$ cat config.mk
export PLATFORM = sky130hd
export DESIGN_NAME = timer_six
export DESIGN_NICKNAME = d
export VERILOG_FILES = /design/src/rtl/timer_pkg.sv /design/src/rtl/mod_n_down_core.sv /design/src/rtl/timer_six.sv
export SDC_FILE = /design/constraint.sdc
export NUM_CORES = 1
export LEC_CHECK = 0
export ABC_AREA = 1
export BUFFER_PORTS_ARGS = -buffer_cell sky130_fd_sc_hd__buf_2
export CAP_MARGIN = 25
export CORE_AREA = 2 2 39 41
export CTS_CLUSTER_DIAMETER = 60
export DETAILED_ROUTE_END_ITERATION = 8
export DIE_AREA = 0 0 41 43
export PLACE_DENSITY = 0.56
export RECOVER_POWER = 100
export SETUP_SLACK_MARGIN = 0.15
export SLEW_MARGIN = 20
export SYNTH_ARGS = -nofsm -noshare
export SYNTH_HDL_FRONTEND = slang
export SYNTH_SLANG_ARGS = --single-unit
$ cat constraint.sdc
create_clock -name clk -period 2.24 [get_ports clk]
set_input_delay 0.448 -clock clk [delete_from_list [all_inputs] [get_ports clk]]
set_output_delay 0.448 -clock clk [all_outputs]
set_load 0.03 [all_outputs]
$ cat src/rtl/timer_pkg.sv
// ---------------------------------------------------------------------------
// timer_pkg
// Shared constants and types for the microwave countdown timer digits.
//   DIGIT_W : bit width of one BCD-style timer digit
//   MOD6    : modulus of the tens-of-seconds digit
//   MOD10   : modulus of the units digit
//   digit_t : one timer digit value
// ---------------------------------------------------------------------------
package timer_pkg;

  localparam int DIGIT_W = 4;
  localparam int MOD6    = 6;
  localparam int MOD10   = 10;

  typedef logic [DIGIT_W-1:0] digit_t;

endpackage : timer_pkg

$ cat src/rtl/mod_n_down_core.sv
// ---------------------------------------------------------------------------
// mod_n_down_core
// Loadable modulo-N down-counter register shared by all timer digits.
// Handles clear, load with saturation, and decrement with wrap (or hold at
// zero when STOP_AT_ZERO is set).
// Parameters:
//   MODULUS      : count range 0..MODULUS-1 (2..16)
//   WIDTH        : register width; MODULUS-1 must fit
//   STOP_AT_ZERO : 1 = decrement at 0 holds at 0, 0 = wraps to MODULUS-1
// Ports:
//   clk      in   rising-edge clock
//   Cn       in   synchronous active-low clear
//   Cin      in   synchronous active-low load strobe
//   z        in   active-high decrement enable
//   i_load   in   preset value for load
//   o_count  out  registered counter value
// ---------------------------------------------------------------------------
module mod_n_down_core
  import timer_pkg::*;
#(
  parameter int MODULUS      = MOD6,
  parameter int WIDTH        = DIGIT_W,
  parameter bit STOP_AT_ZERO = 1'b0
) (
  input  logic             clk,
  input  logic             Cn,
  input  logic             Cin,
  input  logic             z,
  input  logic [WIDTH-1:0] i_load,
  output logic [WIDTH-1:0] o_count
);

  localparam logic [WIDTH-1:0] MAX_VAL = WIDTH'(MODULUS - 1);

  logic [WIDTH-1:0] r_count;
  logic [WIDTH-1:0] w_loadValue;
  logic [WIDTH-1:0] w_decValue;

  // Load value: presets above the top of the range saturate to MODULUS-1
  // so an illegal preset can never put the digit out of range.
  always_comb begin
    w_loadValue = i_load;
    if (i_load > MAX_VAL) begin
      w_loadValue = MAX_VAL;
    end
  end

  // Decrement value: step down by one, wrap (or stick) at zero. A register
  // that is somehow above the range, e.g. an unreset power-up state, is
  // pulled back to MODULUS-1 by the next decrement.
  always_comb begin
    w_decValue = r_count - 1'b1;
    if (r_count == '0) begin
      w_decValue = STOP_AT_ZERO ? '0 : MAX_VAL;
    end else if (r_count > MAX_VAL) begin
      w_decValue = MAX_VAL;
    end
  end

  // Counter register with priority clear > load > decrement > hold.
  // A load cycle never also decrements, even when z is high.
  always_ff @(posedge clk) begin
    if (!Cn) begin
      r_count <= '0;
    end else if (!Cin) begin
      r_count <= w_loadValue;
    end else if (z) begin
      r_count <= w_decValue;
    end
  end

  assign o_count = r_count;

endmodule : mod_n_down_core

$ cat src/rtl/timer_six.sv
// ---------------------------------------------------------------------------
// timer_six
// Tens-of-seconds digit (0..5) of the microwave countdown timer. Wraps the
// shared down-counter core and adds the cascade flags.
// Configuration macro:
//   TIMER_SIX_STOP_AT_ZERO_EN : when defined, a decrement at 0 holds at 0
//                               (most-significant digit of the chain);
//                               when undefined, 0 wraps to MODULUS-1.
// Ports:
//   clk   in   rising-edge clock
//   Cn    in   synchronous active-low clear
//   in    in   preset value for load
//   Cin   in   synchronous active-low load strobe
//   z     in   count enable / borrow-in from lower digit
//   out   out  registered digit value
//   x     out  borrow-out to upper digit (z & zero), combinational
//   zero  out  digit-is-zero flag, combinational
// ---------------------------------------------------------------------------
module timer_six
  import timer_pkg::*;
#(
  parameter int MODULUS = MOD6,
  parameter int WIDTH   = DIGIT_W
) (
  input  logic             clk,
  input  logic             Cn,
  input  logic [WIDTH-1:0] in,
  input  logic             Cin,
  input  logic             z,
  output logic [WIDTH-1:0] out,
  output logic             x,
  output logic             zero
);

`ifdef TIMER_SIX_STOP_AT_ZERO_EN
  localparam bit STOP_AT_ZERO = 1'b1;
`else
  localparam bit STOP_AT_ZERO = 1'b0;
`endif

  logic [WIDTH-1:0] w_count;

  mod_n_down_core #(
    .MODULUS      (MODULUS),
    .WIDTH        (WIDTH),
    .STOP_AT_ZERO (STOP_AT_ZERO)
  ) u_core (
    .clk     (clk),
    .Cn      (Cn),
    .Cin     (Cin),
    .z       (z),
    .i_load  (in),
    .o_count (w_count)
  );

  // Borrow-out is asserted in the cycle the digit is about to wrap, so the
  // upper digit decrements on the same edge this digit leaves zero.
  assign out  = w_count;
  assign zero = (w_count == '0);
  assign x    = z & zero;

endmodule : timer_six

==> results.sh, run 1 <==
export IMPL_placed_area_um2=390
export IMPL_vias=364
export IMPL_largest_reg_flops=4
export IMPL_syn_area_um2=305
export IMPL_clkLatencyLatePin_ps=240
export IMPL_grt_pass1_wl_mm=1.31
export IMPL_most_common_layout_cells="14 x inv_1, 11 x nand2_1, 7 x buf_2"
export IMPL_layout_cells_non_filler=85
export IMPL_cts_root_buf="clkbuf_4"
export IMPL_grt_start_max_net_pins=8
export IMPL_yosys_warnings=0
export IMPL_start_util_pct=22.1
export IMPL_drtPass1Iterations=4
export IMPL_final_hold_violation_count=0
export IMPL_gp_congestion=0.812
export IMPL_synth_cell_types=11
export IMPL_reg2reg_depth=7
export IMPL_clk_pin_slew_ps=40
export IMPL_setup_viol=0
export IMPL_synth_compound_area_share_pct=13.9
export IMPL_drc=0
export IMPL_synth_xor_area_share_pct=0
export IMPL_yosysSeqAreaShare_pct=26.2
export IMPL_cp_required_ps=1790
export IMPL_die_y_um=43
export IMPL_crit_path_start="u_core.o_count[0]"
export IMPL_max_cap_violations=0
export IMPL_slew_violations=0
export IMPL_p_leak_nw=0.220
export IMPL_n_antenna_cell=0
export IMPL_slowest_delay_ps=350
export IMPL_final_util_pct=29.3
export IMPL_end_kind="output pin"
export IMPL_viasPerCell=4.28
export IMPL_detailedPlace_worstSlack_ps=655
export IMPL_die_area_mm2=0.00176
export IMPL_post_route_period_util_pct=87.4
export IMPL_first_iter_violations=9
export IMPL_synth_nets=63
export IMPL_clock_skew_ps=8.52
export IMPL_p_per_area_mw_per_mm2=652
export IMPL_die_w_um=41
export IMPL_drive_above_1_share_pct=14.5
export IMPL_post_drt_wl_per_cell_um=8.93
export IMPL_io_buffers=13
export IMPL_clk_path_buf_depth=2
export IMPL_synth_cells=53
export IMPL_avgSynthCellArea_um2=5.76
export IMPL_path_class="reg -> out"
export IMPL_ios=14
export IMPL_synth_simple_area_share_pct=34.4
export IMPL_maxSlewHeadroom_pct=75.4
export IMPL_cts_tree="done"
export IMPL_ctsHoldBuffers=0
export IMPL_grt_total_usage_pct=11.2
export IMPL_worst_pin_slew_ps=371
export IMPL_antenna_found_initial=0
export IMPL_ant_nets=0
export IMPL_min_path_type="in -> reg"
export IMPL_yosys_register_bits=4
export IMPL_design_area_um2=405
export IMPL_r2r_setup_slack_ps=940
export IMPL_rows=14
export IMPL_finalWorstSetupSlack_ps=283
export IMPL_fin_hold_ws_ps=452
export IMPL_crit_path_start_kind="flip-flop"
export IMPL_crit_reg2reg_launch="u_core.o_count[0]"
export IMPL_report_power_total_mw=0.264
export IMPL_crit_fanout=6
export IMPL_clock_sinks=4
export IMPL_arrival_ps=1510
export IMPL_tns_ps=0
export IMPL_synth_top_family_by_area="simple AND/OR/NAND/NOR gates"
export IMPL_core_mm2=0.00138
export IMPL_endpoint="x"
export IMPL_numCtsBuffers=3
export IMPL_grt_setup_unrepaired="false"
export IMPL_place_hpwl_um=600
export IMPL_fill_cells=153
export IMPL_fmax_mhz=511
export IMPL_post_place_cells=82
export IMPL_final_nets=81
export IMPL_ir_worst_vdd_mv=0.347
export IMPL_synth_adder_area_share_pct=8.20
export IMPL_area_growth_pct=32.8
export IMPL_grt_overflow_total=0
export IMPL_status="finished clean"
export IMPL_synthMuxAreaShare_pct=0
export IMPL_period_needed_ps=1960
export IMPL_cts_resized=0
export IMPL_wl_um=759
export IMPL_critical_path_slowest_cell="dfxtp_1"
export IMPL_reg2reg_to="u_core.o_count[0]"
export IMPL_cp_cell_sequence="inv_1 > ha_1 > inv_1 > nor2_1 > nand2_1 > nor2_1 > clkbuf_1"
export IMPL_final_common_cell="inv_1"
export IMPL_cts_htree_levels=1
export IMPL_post_cts_setup_buffers=0
export IMPL_grt_pass1_vias=341
cell families after synthesis:
logic type	after synthesis
AND/OR/NAND/NOR	25
flip-flops	4
buffers and inverters	14
adder cells (fa/ha/maj)	2
AO/OA/AOI/OAI	8
worst max-delay path: cells and delay by family, from the launching register on:
family	cells	cell delay, ps
DFF	1	350
buffers and inverters	3	440
and+or+nand+nor	3	310
adders and majority gates	1	180
where the power goes:
part	total, mW	internal, mW	switching (mW)	leakage (nW)
Combinational	0.0876	0.0265	0.0611	0.173
Clock	0.0911	0.0600	0.0311	0.0138
Sequential	0.0857	0.0784	0.00732	0.0332
Total	0.264	0.165	0.0995	0.220
Yosys cell counts:
| cell type | count | area (um^2) |
|---|---|---|
| a21oi_1 | 4 | 20.0 |
| dfxtp_1 | 4 | 80.1 |
| o211ai_1 | 1 | 7.51 |
| ha_1 | 2 | 25.0 |
| o21ai_0 | 3 | 15.0 |
| nor3_1 | 1 | 5.00 |
| inv_1 | 14 | 52.6 |
| nand3_1 | 6 | 30.0 |
| nand2_1 | 11 | 41.3 |
| nand4_1 | 1 | 6.26 |
| nor2_1 | 6 | 22.5 |
metal layers:
metal / part of all wire, % / wire length, um / up-vias / GRT usage [%]
li1: - / - / 198 / -
met1: 45 / 341 / 158 / 12.5
met2: 52 / 392 / 6 / 16.3
met3: 2.1 / 16 / 2 / 4.71
met4: 1.2 / 9 / 0 / 8.00
met5: 0 / 0 / - / 0
worst min-delay path by stage:
stage | slack (ps) | depth (start not counted) | endpoint | from
2_1_floorplan | 560 | 2 | u_core.o_count[0] | Cn
3_3_place_gp | 530 | 2 | u_core.o_count[0] | u_core.o_count[0]
3_5_place_dp | 550 | 2 | u_core.o_count[0] | u_core.o_count[0]
4_1_cts | 450 | 3 | u_core.o_count[0] | Cn
5_1_grt | 480 | 3 | u_core.o_count[0] | Cn
6_report | 450 | 3 | u_core.o_count[0] | Cn
cell type report:
class                   count  area (um^2)  area share, %
inverters                  14         52.6           13.0
repair buffers             13         57.6           14.2
well taps                  16         20.0           4.94
clock buffers               3         22.5           5.56
flip-flops and latches      4         80.1           19.8
multi-input cells          35          173           42.6
Power figures use the tool's default switching activity.
==> run 2, diff against run 1 <==
==> constraint.sdc (replaced) <==
create_clock -name clk -period 2.24 [get_ports clk]
set_input_delay 0.224 -clock clk [delete_from_list [all_inputs] [get_ports clk]]
set_output_delay 0.224 -clock clk [all_outputs]
set_load 0.03 [all_outputs]
==> results.sh, run 2 (synthesis gave the netlist of run 1 again) <==
export IMPL_swShare_pct=37.7
export IMPL_min_from="Cn"
export IMPL_pwr_share_seq_pct=32.3
export IMPL_first_iter_violations=5
export IMPL_io_buffers=13
export IMPL_final_common_cell="inv_1"
export IMPL_fmax_mhz=577
export IMPL_end_kind="output pin"
export IMPL_most_common_layout_cells="14 x inv_1, 11 x nand2_1, 7 x buf_2"
export IMPL_grt_setup_unrepaired="false"
export IMPL_p_per_area_mw_per_mm2=653
export IMPL_viasPerCell=4.19
export IMPL_combPwrFrac_pct=33.0
export IMPL_cts_htree_levels=1
export IMPL_reg2reg_to="u_core.o_count[2]"
export IMPL_clk_pin_slew_ps=40
export IMPL_hold_end="u_core.o_count[0]"
export IMPL_final_nets=81
export IMPL_min_path_type="in -> reg"
export IMPL_cts_tree="done"
export IMPL_antenna_found_initial=0
export IMPL_n_antenna_cell=0
export IMPL_cell_internal_pwr_mw=0.165
export IMPL_die_w_um=41
export IMPL_crit_path_start_kind="flip-flop"
export IMPL_fin_hold_ws_ps=230
export IMPL_worst_pin_slew_ps=370
export IMPL_area_growth_pct=32.8
export IMPL_clockPowerShare_pct=34.8
export IMPL_final_hold_violation_count=0
export IMPL_ant_nets=0
export IMPL_drtPass1Iterations=4
export IMPL_ir_worst_vdd_mv=0.278
export IMPL_drc=0
export IMPL_p_sw_mw=0.0998
export IMPL_worstHoldPathCells=3
export IMPL_setup_viol=0
export IMPL_arrival_ps=1510
export IMPL_ctsHoldBuffers=0
export IMPL_post_drt_wl_per_cell_um=8.55
export IMPL_place_hpwl_um=583
export IMPL_post_route_period_util_pct=77.4
export IMPL_grt_pass1_wl_mm=1.26
export IMPL_wl_um=727
export IMPL_grt_overflow_total=0
export IMPL_maxSlewHeadroom_pct=75.4
export IMPL_p_leak_nw=0.220
export IMPL_largest_reg_flops=4
export IMPL_reg2reg_depth=6
export IMPL_crit_fanout=6
export IMPL_design_area_um2=405
export IMPL_vias=356
export IMPL_clock_sinks=4
export IMPL_tns_ps=0
export IMPL_cp_required_ps=2020
export IMPL_path_class="reg -> out"
export IMPL_clock_skew_ps=0.815
export IMPL_placed_area_um2=390
export IMPL_clkLatencyLatePin_ps=230
export IMPL_core_mm2=0.00138
export IMPL_status="finished clean"
export IMPL_max_cap_violations=0
export IMPL_clk_path_buf_depth=2
export IMPL_die_y_um=43
export IMPL_slew_violations=0
export IMPL_rows=14
export IMPL_period_needed_ps=1730
export IMPL_fill_cells=161
export IMPL_die_area_mm2=0.00176
export IMPL_drive_above_1_share_pct=14.5
export IMPL_start_util_pct=22.1
export IMPL_grt_pass1_vias=337
export IMPL_ios=14
export IMPL_numCtsBuffers=3
export IMPL_cts_resized=0
export IMPL_final_util_pct=29.3
export IMPL_gp_congestion=0.789
export IMPL_cts_root_buf="clkbuf_4"
export IMPL_post_cts_setup_buffers=0
export IMPL_report_power_total_mw=0.265
export IMPL_r2r_setup_slack_ps=950
export IMPL_grt_start_max_net_pins=8
export IMPL_grt_total_usage_pct=10.3
export IMPL_crit_reg2reg_launch="u_core.o_count[0]"
==> run 2: through the flow <==
stage | std cells | worst slack (ps)
after floorplan | 53 | 677
after global placement | 82 | 902
after detailed placement | 82 | 868
after CTS | 85 | 616
after global routing | 85 | 367
final | 85 | 507
==> run 2: power by group through the flow <==
stage,sequential (mW),combinational (mW),clock (mW)
after floorplan,0.0984,0.0505,0
after global placement,0.0863,0.0903,0
after detailed placement,0.0865,0.0903,0
after CTS,0.0854,0.0906,0.0931
after global routing,0.0865,0.0991,0.0993
final,0.0854,0.0872,0.0920
==> run 2: cell type report <==
class | count | area (um^2) | area share (%)
clock buffers | 3 | 22.5 | 5.56
repair buffers | 13 | 57.6 | 14.2
multi-input cells | 35 | 173 | 42.6
well taps | 16 | 20.0 | 4.94
flip-flops and latches | 4 | 80.1 | 19.8
inverters | 14 | 52.6 | 13.0
==> run 2: metal layers <==
| metal | part of all wire [%] | global-route usage (%) |
|---|---|---|
| met1 | 48 | 12.9 |
| met2 | 50 | 15.0 |
| met3 | 2.5 | 3.14 |
| met4 | 0 | 6.00 |
| met5 | 0 | 0 |
==> run 2: worst max path at each step <==
stage                      start  endpoint  slack (ps)
5_1_grt        u_core.o_count[0]         x         370
6_report       u_core.o_count[0]         x         510
4_1_cts        u_core.o_count[0]         x         620
3_3_place_gp   u_core.o_count[0]         x         900
2_1_floorplan  u_core.o_count[0]         x         680
3_5_place_dp   u_core.o_count[0]         x         870
==> run 2: critical path: stages, from the launching register on <==
cell and delay [ps]:
dfxtp_1 350, inv_1 70, ha_1 180, inv_1 50, nor2_1 120, nand2_1 110, nor2_1 90, clkbuf_1 310
==> run 3, diff against run 2 <==
--- a/config.mk
+++ b/config.mk
@@ -5,14 +5,14 @@
 export SDC_FILE = /design/constraint.sdc
 export NUM_CORES = 1
 export LEC_CHECK = 0
-export ABC_AREA = 1
+export ABC_AREA = 0
 export BUFFER_PORTS_ARGS = -buffer_cell sky130_fd_sc_hd__buf_2
 export CAP_MARGIN = 25
 export CORE_AREA = 2 2 39 41
 export CTS_CLUSTER_DIAMETER = 60
 export DETAILED_ROUTE_END_ITERATION = 8
 export DIE_AREA = 0 0 41 43
-export PLACE_DENSITY = 0.56
+export PLACE_DENSITY = 0.54
 export RECOVER_POWER = 100
 export SETUP_SLACK_MARGIN = 0.15
 export SLEW_MARGIN = 20
==> constraint.sdc (replaced) <==
create_clock -name clk -period 1.7 [get_ports clk]
set_input_delay 0.17 -clock clk [delete_from_list [all_inputs] [get_ports clk]]
set_output_delay 0.17 -clock clk [all_outputs]
set_load 0.03 [all_outputs]
==> results.sh, run 3 <==
export IMPL_syn_area_um2=277
export IMPL_max_cap_violations=0
export IMPL_die_area_mm2=0.00176
export IMPL_drtPass1Iterations=4
export IMPL_cts_tree="done"
export IMPL_core_mm2=0.00138
export IMPL_numCtsBuffers=3
export IMPL_min_path_type="in -> reg"
export IMPL_p_leak_nw=0.157
export IMPL_drc=0
export IMPL_post_route_period_util_pct=86.8
export IMPL_grt_pass1_wl_mm=1.12
export IMPL_die_w_um=41
export IMPL_r2r_setup_slack_ps=310
export IMPL_crit_fanout=5
export IMPL_post_cts_setup_buffers=0
export IMPL_largest_reg_flops=4
export IMPL_most_common_layout_cells="8 x buf_2, 4 x clkbuf_1, 3 x clkbuf_4, 3 x dfxtp_1"
export IMPL_fmax_mhz=678
export IMPL_grt_setup_unrepaired="false"
export IMPL_report_power_total_mw=0.341
export IMPL_start_util_pct=20.0
export IMPL_antenna_found_initial=0
export IMPL_yosysTopAreaCell="dfxtp_1"
export IMPL_ant_nets=0
export IMPL_synth_cell_types=22
export IMPL_clockPowerShare_pct=36.7
export IMPL_combPwrFrac_pct=30.7
export IMPL_ir_worst_vdd_mv=0.236
export IMPL_critical_path_slowest_cell="dfxtp_2"
export IMPL_arrival_ps=1300
export IMPL_place_hpwl_um=544
export IMPL_drive_above_1_share_pct=29.8
export IMPL_synth_top_area_share_pct=29.0
export IMPL_wl_um=687
export IMPL_period_needed_ps=1470
export IMPL_maxSlewHeadroom_pct=74.4
export IMPL_grt_overflow_total=0
export IMPL_end_kind="output pin"
export IMPL_cts_htree_levels=1
export IMPL_async_flop_share_pct=0
export IMPL_grt_pass1_vias=294
export IMPL_final_nets=59
export IMPL_vias=306
export IMPL_setup_viol=0
export IMPL_finalWorstSetupSlack_ps=225
export IMPL_post_drt_wl_per_cell_um=10.9
export IMPL_viasPerCell=4.86
export IMPL_cp_required_ps=1530
export IMPL_rows=14
export IMPL_final_util_pct=27.5
export IMPL_crit_family="flip-flops"
export IMPL_area_growth_pct=37.6
export IMPL_gp_congestion=0.726
export IMPL_fin_hold_ws_ps=187
export IMPL_cell_internal_pwr_mw=0.222
export IMPL_grt_start_max_net_pins=8
export IMPL_slew_violations=0
export IMPL_cts_root_buf="clkbuf_4"
export IMPL_first_iter_violations=5
export IMPL_synth_edf_count=0
export IMPL_synth_cells=31
export IMPL_swShare_pct=34.8
export IMPL_die_y_um=43
export IMPL_clock_skew_ps=2.75
export IMPL_yosysMostFrequentCell="dfxtp_1"
export IMPL_ios=14
export IMPL_clock_sinks=4
export IMPL_final_hold_violation_count=0
export IMPL_synth_nets=41
export IMPL_synth_area_leaders="dfxtp_1 29%, ha_1 9.0%, or3b_1 6.3%, a31oi_1 4.5%, nand2b_1 4.5%"
export IMPL_clk_path_buf_depth=2
export IMPL_path_class="reg -> out"
export IMPL_clk_pin_slew_ps=40
export IMPL_p_per_area_mw_per_mm2=897
export IMPL_worst_pin_slew_ps=379
export IMPL_pwr_share_seq_pct=32.5
export IMPL_cts_resized=0
export IMPL_detailedPlace_worstSlack_ps=339
export IMPL_p_sw_mw=0.119
export IMPL_slowest_delay_ps=330
export IMPL_cp_cell_sequence="inv_1 > ha_1 > and2_0 > clkbuf_2"
export IMPL_status="finished clean"
export IMPL_ctsHoldBuffers=0
export IMPL_yosys_register_bits=4
export IMPL_io_buffers=13
export IMPL_synthFlopType="dfxtp_1"
export IMPL_critPathBufInv=2
export IMPL_fill_cells=151
export IMPL_avgSynthCellArea_um2=8.92
export IMPL_n_antenna_cell=0
export IMPL_crit_path_start_kind="flip-flop"
export IMPL_yosysSeqAreaShare_pct=29.0
export IMPL_grt_total_usage_pct=10.1
export IMPL_tns_ps=0
export IMPL_yosys_warnings=0
export IMPL_clkLatencyLatePin_ps=240
export IMPL_final_common_cell="buf_2"
==> run 3: cell count changes after synthesis, sizes merged, moves of 4 or more <==
cell	before	now
inv	14	2
nor2	6	1
nand2	11	1
nand3	6	0
a21oi	4	0
==> run 3: cells by family after synthesis <==
group | Yosys count | share of synthesized area, %
xor gates and xnor gates | 1 | 3.17
buffers and inverters | 2 | 2.72
and+or+nand+nor | 14 | 33.5
DFF | 4 | 29.0
adders and majority gates | 2 | 9.05
AOI/OAI and AO/OA | 8 | 22.6
==> run 3: worst paths after layout <==
| path | startpoint | cells past startpoint | endpoint |
|---|---|---|---|
| worst min-delay path | z | 2 | u_core.o_count[2] |
| worst max-delay path | u_core.o_count[0] | 4 | zero |
| worst min register to register | u_core.o_count[1] | 2 | u_core.o_count[1] |
| worst max register to register | u_core.o_count[0] | 5 | u_core.o_count[1] |
==> run 3: per-stage QoR <==
stage,cells,cell area (um^2)
finish,63,380
global route,63,380
floorplan,31,278
global placement,60,363
CTS,63,385
detailed placement,60,363
==> run 3: final cells by class <==
cell class	instances	area, um^2	area share (%)
multi-input cells	25	189	49.7
flip-flops and latches	4	81.3	21.4
repair buffers	13	60.1	15.8
clock buffers	3	22.5	5.92
well taps	16	20.0	5.26
inverters	2	7.51	1.97
==> run 3: routing by layer <==
metal  vias to the layer above  share of wire [%]  track usage, %
met5                         -                  0               0
met4                         0                5.4            10.0
met3                         5                8.6            4.71
met2                        13                 44            12.2
met1                       134                 42            12.2
li1                        154                  -               -
==> run 3: power by group through the flow <==
stage	clock network, mW	registers, mW	logic (mW)
2_1_floorplan	0	0.126	0.0590
3_3_place_gp	0	0.112	0.108
3_5_place_dp	0	0.112	0.108
4_1_cts	0.132	0.111	0.108
5_1_grt	0.137	0.113	0.116
6_report	0.125	0.111	0.105
